--- config.mk ---
export PLATFORM = sky130hd
export DESIGN_NAME = uart_word_tx
export DESIGN_NICKNAME = d
export VERILOG_FILES = /design/src/rtl/uart_pkg.sv /design/src/rtl/baud_rate_generator.sv /design/src/rtl/uart_word_tx.sv
export SDC_FILE = /design/constraint.sdc
export NUM_CORES = 1
export LEC_CHECK = 0
export CAP_MARGIN = 20
export CORE_MARGIN = 3
export CORE_UTILIZATION = 58
export CTS_BUF_LIST = sky130_fd_sc_hd__clkbuf_8 sky130_fd_sc_hd__clkbuf_16
export CTS_CLUSTER_DIAMETER = 120
export DETAILED_ROUTE_END_ITERATION = 6
export PLACE_DENSITY = 0.87
export SYNTH_ARGS = -nofsm -noshare
export SYNTH_HDL_FRONTEND = slang
export SYNTH_HIERARCHICAL = 1
export SYNTH_SLANG_ARGS = --single-unit
--- constraint.sdc ---
create_clock -name clk_100MHz -period 3.1 [get_ports clk_100MHz]
set_input_delay 0.775 -clock clk_100MHz [delete_from_list [all_inputs] [get_ports clk_100MHz]]
set_output_delay 0.775 -clock clk_100MHz [all_outputs]
set_load 0.01 [all_outputs]
--- src/rtl/uart_pkg.sv ---
// Shared UART definitions: FSM state encodings, oversampling factor and
// baud-generator limits for a 100 MHz system clock.
package uart_pkg;

  localparam logic [2:0] IDLE   = 3'd0;
  localparam logic [2:0] START  = 3'd1;
  localparam logic [2:0] DATA   = 3'd2;
  localparam logic [2:0] PARITY = 3'd3;
  localparam logic [2:0] STOP   = 3'd4;

  localparam int unsigned OVERSAMPLE = 16;

  // limit = round(100 MHz / (16 * baud)); bits = counter width holding limit-1
  localparam int unsigned BR_LIMIT_9600   = 651;
  localparam int unsigned BR_BITS_9600    = 10;
  localparam int unsigned BR_LIMIT_19200  = 326;
  localparam int unsigned BR_BITS_19200   = 9;
  localparam int unsigned BR_LIMIT_115200 = 54;
  localparam int unsigned BR_BITS_115200  = 6;
  localparam int unsigned BR_LIMIT_1500   = 4167;
  localparam int unsigned BR_BITS_1500    = 13;

endpackage

--- src/rtl/baud_rate_generator.sv ---
// Free-running modulo-M counter producing a one-cycle oversampling tick
// whenever the count reaches M-1.
module baud_rate_generator #(
  parameter int M = 651,
  parameter int N = 10
) (
  input  logic clk_100MHz,
  input  logic reset,
  output logic tick
);

  logic [N-1:0] r_cnt;
  logic         w_wrap;

  assign w_wrap = (r_cnt == N'(M - 1));

  always_ff @(posedge clk_100MHz) begin
    if (reset)       r_cnt <= '0;
    else if (w_wrap) r_cnt <= '0;
    else             r_cnt <= r_cnt + 1'b1;
  end

  assign tick = w_wrap;

endmodule

--- src/rtl/uart_word_tx.sv ---
// Word-wide UART transmitter: sends a DBITS*NBYTES word as NBYTES back-to-back
// frames, most significant byte first. Define UART_WORD_TX_PARITY_EN for 8E1.
module uart_word_tx
  import uart_pkg::*;
#(
  parameter int DBITS    = 8,
  parameter int NBYTES   = 8,
  parameter int SB_TICK  = 16,
  parameter int BR_LIMIT = 651,
  parameter int BR_BITS  = 10
) (
  input  logic                    clk_100MHz,
  input  logic                    reset,
  input  logic [DBITS*NBYTES-1:0] word_in,
  input  logic                    word_valid,
  output logic                    word_ready,
  output logic                    tx,
  output logic                    busy,
  output logic                    byte_done,
  output logic                    word_done
);

  localparam int WW  = DBITS * NBYTES;
  localparam int BYW = (NBYTES > 1) ? $clog2(NBYTES) : 1;
  localparam int BIW = (DBITS > 1) ? $clog2(DBITS) : 1;

  logic [2:0]       r_state;
  logic [WW-1:0]    r_shreg;
  logic [BYW-1:0]   r_byte_cnt;
  logic [BIW-1:0]   r_bit_cnt;
  logic [3:0]       r_tick_cnt;

  logic             w_tick;
  logic             w_bit_end;
  logic             w_stop_end;
  logic             w_last_byte;
  logic             w_accept;
  logic             w_tx;
  logic [DBITS-1:0] w_cur_byte;

  baud_rate_generator #(
    .M(BR_LIMIT),
    .N(BR_BITS)
  ) u_baud (
    .clk_100MHz(clk_100MHz),
    .reset     (reset),
    .tick      (w_tick)
  );

  // The byte on the wire always sits in the top of the shift register.
  assign w_cur_byte  = r_shreg[WW-1 -: DBITS];
  assign w_bit_end   = w_tick && (r_tick_cnt == 4'(OVERSAMPLE - 1));
  assign w_stop_end  = (r_state == STOP) && w_tick && (r_tick_cnt == 4'(SB_TICK - 1));
  assign w_last_byte = (r_byte_cnt == BYW'(NBYTES - 1));
  assign w_accept    = word_valid && word_ready;

  always_ff @(posedge clk_100MHz) begin
    if (reset) begin
      r_state    <= IDLE;
      r_shreg    <= '0;
      r_byte_cnt <= '0;
      r_bit_cnt  <= '0;
      r_tick_cnt <= '0;
    end else begin
      case (r_state)
        IDLE: begin
          if (w_accept) begin
            r_shreg    <= word_in;
            r_byte_cnt <= '0;
            r_tick_cnt <= '0;
            r_state    <= START;
          end
        end
        START: begin
          if (w_tick) r_tick_cnt <= r_tick_cnt + 4'd1;
          if (w_bit_end) begin
            r_bit_cnt <= '0;
            r_state   <= DATA;
          end
        end
        DATA: begin
          if (w_tick) r_tick_cnt <= r_tick_cnt + 4'd1;
          if (w_bit_end) begin
            if (r_bit_cnt == BIW'(DBITS - 1)) begin
`ifdef UART_WORD_TX_PARITY_EN
              r_state <= PARITY;
`else
              r_state <= STOP;
`endif
            end else begin
              r_bit_cnt <= r_bit_cnt + 1'b1;
            end
          end
        end
`ifdef UART_WORD_TX_PARITY_EN
        PARITY: begin
          if (w_tick) r_tick_cnt <= r_tick_cnt + 4'd1;
          if (w_bit_end) r_state <= STOP;
        end
`endif
        STOP: begin
          if (w_stop_end) begin
            // explicit clear: SB_TICK below 16 would not wrap on its own
            r_tick_cnt <= '0;
            r_shreg    <= r_shreg << DBITS;
            if (w_last_byte) begin
              r_state <= IDLE;
            end else begin
              r_byte_cnt <= r_byte_cnt + 1'b1;
              r_state    <= START;
            end
          end else if (w_tick) begin
            r_tick_cnt <= r_tick_cnt + 4'd1;
          end
        end
        default: r_state <= IDLE;
      endcase
    end
  end

  always_comb begin
    w_tx = 1'b1;
    case (r_state)
      START:   w_tx = 1'b0;
      DATA:    w_tx = w_cur_byte[r_bit_cnt];
`ifdef UART_WORD_TX_PARITY_EN
      PARITY:  w_tx = ^w_cur_byte;
`endif
      default: w_tx = 1'b1;
    endcase
  end

  assign tx         = w_tx;
  assign word_ready = (r_state == IDLE);
  assign busy       = (r_state != IDLE);
  // Reset in the final stop-bit cycle must not leak a completion pulse.
  assign byte_done  = w_stop_end && !reset;
  assign word_done  = w_stop_end && w_last_byte && !reset;

endmodule

# Yosys cells after proc, flatten, opt, wreduce, memory -nomap -nowiden
# Index checks and enable logic that the tools add are counted.
# Widths: inputs -> output; s select.
# word_totals
regBits	87
# classes
n_lt_le_gt_ge	1
n_eq_ne	14
muxes	25
reduce_logical	20
add_sub_neg	4
# op_table
operator	count
$mux 64	2
$pmux 64 s2	1
$mux 3	11
$mux 4	3
$ne 2x2->1 const B	6
$pmux 3 s2	2
$pmux 3 s4	1
$pmux 4 s3	1
$add 10x1->10 const B	1
$eq 10x10->1 const B	1
$eq 3x3->1 const B	3
$reduce_and 4->1	2
$logic_and 1x1->1	7
$add 3x1->3 const B	2
$reduce_bool 3->1	2
$reduce_and 5->1	1
$add 4x1->4 const B	1
$eq 4x4->1 const B	1
$lt 3x4->1 const B	1
$reduce_bool 2->1	2
$reduce_or 2->1	2
$bmux 1 s3	1
$eq 3x1->1 const B	1
$eq 3x2->1 const B	1
other kinds (7)	8

# Longest topological paths before layout
# depth
ltp_word	5
depth_mapped	10

# Hierarchy
# The synthesis kept the hierarchy.
# by_module_without_submodules
module	n_inst	area_per_inst_um2	cells_per_inst
uart_word_tx	1	3920.0	376
baud_rate_generator	1	456.7	50

# Least setup slack after synthesis
# No wires, ideal clock.
# synth_path
kind	register to output
start	register u_baud.r_cnt[4]
end	output port word_done
setup_slack_ps	471
arrival_time_ps	1854
t_required_ps	2325
n_path_buf	0
path_stages_with_launch	7
cell_sequence	dfxtp_1 nor4b_1 and4_1 and4_1 nand2_1 nor3_1 and2_1
# synth_between
elab_chain_len	5
# synth_rtl
item	line_no	rtl
start: declaration	baud_rate_generator.sv:12	logic [N-1:0] r_cnt;
start signal: assignment	baud_rate_generator.sv:20	else r_cnt <= r_cnt + 1'b1;
$eq 10x10->1	baud_rate_generator.sv:15	assign w_wrap = (r_cnt == N'(M - 1));
named net w_tick	uart_word_tx.sv:33	logic w_tick;
$logic_and 1x1->1 (2 in a row)	uart_word_tx.sv:53	assign w_stop_end = (r_state == STOP) && w_tick && (r_tick_cnt == 4'(SB_TICK - 1));
$logic_and 1x1->1 (2 in a row)	uart_word_tx.sv:138	assign word_done = w_stop_end && w_last_byte && !reset;
end: declaration	uart_word_tx.sv:20	output logic word_done
# The timed path passes the listed nets, and every way through them passes these cells.

# Worst setup path in the final report
# layout_path
start	register u_baud.r_cnt[6]
end	output port word_done
# Same word-level chain as after synthesis.

==> flow_metrics.tcl <==
set metrics [dict create \
    coreArea_mm2 0.00729 \
    clk_latency_ns 0.35 \
    critPathKind "reg -> out" \
    final_common_cell "dfxtp_1" \
    async_flop_share 0 \
    antenna_found_initial 0 \
    first_pass_iters 4 \
    fin_skew_ns 0.00931 \
    ios 72 \
    finalNonFillerCells 590 \
    fin_tns_setup_ns 0 \
    area_growth_pct 23.3 \
    die-area_mm2 0.00862 \
    cts_root_buf "clkbuf_8" \
    power_leakage_nw 1.84 \
    syn-num-nets 500 \
    setup.worst_path.start "u_baud/r_cnt[6]$_SDFF_PP0_" \
    crit_fanout 5 \
    clk_path_buf_depth 2 \
    fmax_mhz 341 \
    grt_pass1_vias 3539 \
    yosysUniqueCellTypes 51 \
    drv_slew 0 \
    htree_levels 3 \
    pre_cts_slack_ns 0.156 \
    cts_made_buffers 9 \
    drt_iter0_drc 200 \
    fin_ws_ns 0.164 \
    start_util 0.600 \
    rows 31 \
    status "finished, final reports clean" \
    final_cell_mix "dfxtp_1 (86), clkdlybuf4s50_1 (68), a21oi_1 (64)" \
    max_slew.worst_pin.slew_ns 1.02 \
    diodes 0 \
    vias_per_cell 5.99 \
    avgSynthCellArea_um2 10.3 \
    clkTransAtPathRegs_ns 0.08 \
    vias 3534 \
    place_inst 566 \
    grt_first_pass_wirelength_um 17300 \
    place_hpwl_um 6670 \
    ir_drop_v 0.000293 \
    cts_tree "done" \
    syn_area_mm2 0.00438 \
    die_width_um 92.9 \
    fin_util 0.740 \
    hold_path.class "reg -> reg" \
    rr_worst_depth 9 \
    wl_per_cell_um 17.8 \
    die_height_um 92.9 \
    track_usage 0.249 \
    drc 0 \
    place.gp.congestion 0.856 \
    period_share 0.947 \
    r2r-end "r_shreg[4]$_SDFFE_PP0P_" \
    ff2ff_setup_slack_ns 0.50 \
    synth-edff-count 0 \
    setup_violations 0 \
    maxCapViolCount 0 \
    crit_end "word_done" \
    power_mw 2.59 \
    fin_nets 561 \
    synth-seq-cells 87 \
    ctsHoldBuffers 0 \
    grt_overflow_total 0 \
    finalWirelength_um 10500 \
    power_density_mw_per_mm2 481 \
    critical_path_arrival_ns 2.16 \
    clock_sinks 87 \
    end_kind "primary output" \
    min_delay_path_depth 1 \
    ys.flop_type "dfxtp_1" \
    portBuffers 71 \
    hold_viol_final 0 \
    grt_max_degree 75 \
    finalCriticalPeriod_ns 2.94 \
    yosys_warnings 6 \
    startpoint_type "flop" \
    relSlewSlack 0.318 \
    drive_gt1_frac 0.185 \
    r2r_start "u_baud/r_cnt[6]$_SDFF_PP0_" \
    yosysSeqAreaShare 0.398 \
    final_antenna_net_count 0 \
    syn_inst 426 \
    worstPathRequired_ns 2.32 \
]
-- synthesized netlist by cell type (8+ instances only) --
cell / count / area, um2
nor2_1: 19 / 71.3
clkbuf_1: 12 / 45.0
dfxtp_1: 87 / 1740
a22o_1: 8 / 70.1
mux2i_1: 62 / 621
a21oi_1: 64 / 320
a211oi_2: 40 / 500
buf_2: 14 / 70.1
a211oi_1: 16 / 120
buf_6: 8 / 90.1
-- critical path, stage by stage, from the launching register on --
cell and delay, ns:
dfxtp_1 0.37, nor4b_4 0.34, and4_1 0.27, and4_1 0.22
nand2_1 0.09, nor3_2 0.13, and2_1 0.14, dlygate4sd2_1 0.26
-- power breakdown --
group | switching [mW] | internal [mW]
Combinational | 0.208 | 0.201
Sequential | 0.0530 | 1.20
Clock | 0.401 | 0.531
Total | 0.663 | 1.93
-- cell families (layout without fill, tap and decap cells) --
family / after synthesis / after routing / synth area share
AO/OA/AOI/OAI: 147 / 147 / 0.263
AND/OR/NAND/NOR: 69 / 69 / 0.0963
flip-flops: 87 / 87 / 0.398
adder cells (fa/ha/maj): 8 / 8 / 0.0226
buffers and inverters: 46 / 111 / 0.0615
multiplexers: 63 / 63 / 0.147
XOR/XNOR: 6 / 6 / 0.0120
-- registers in the layout (all words and copies together), names as in the netlist --
name,flops
u_baud/r_cnt,10
r_tick_cnt,4
r_shreg,64
r_state,3
r_byte_cnt,3
r_bit_cnt,3
-- metrics by stage --
step                hold WS (ns)  area, um2
finish                     0.488       5400
detailed placement         0.464       5070
global placement           0.458       5070
CTS                        0.489       5380
global route               0.498       5400
floorplan                  0.441       4380
-- area by class of cell --
cell class	instances	area (um2)
well taps	99	124
inverters	7	26.3
clock buffers	9	124
clock inverters	6	111
multi-input cells	293	2390
fillers	515	1900
repair buffers	89	870
flip-flops and latches	87	1750
-- metal layers --
metal / up-vias / routed length, um / global-route usage
met4: 0 / 233 / 0.0904
met5: - / 0 / 0
met2: 76 / 5390 / 0.430
met1: 1720 / 4450 / 0.314
li1: 1721 / - / -
met3: 17 / 402 / 0.0390
-- worst min-delay path by stage --
stage	start	to	slack, ns
floorplan	u_baud/r_cnt[0]$_SDFF_PP0_	u_baud/r_cnt[0]$_SDFF_PP0_	0.44
global placement	u_baud/r_cnt[0]$_SDFF_PP0_	u_baud/r_cnt[0]$_SDFF_PP0_	0.46
detailed placement	r_shreg[3]$_SDFFE_PP0P_	r_shreg[3]$_SDFFE_PP0P_	0.46
CTS	r_shreg[3]$_SDFFE_PP0P_	r_shreg[3]$_SDFFE_PP0P_	0.49
global route	r_byte_cnt[1]$_SDFFE_PP0P_	r_byte_cnt[1]$_SDFFE_PP0P_	0.50
finish	r_shreg[2]$_SDFFE_PP0P_	r_shreg[2]$_SDFFE_PP0P_	0.49
-- what timing repair did --
action / CTS / global route
gates cloned: 0 / 0
resized for setup: 3 / 2
setup endpoints to repair: 2 / 2
pin swaps: 2 / 1
buffers inserted: 8 / 1
Power figures use the tool's default switching activity.
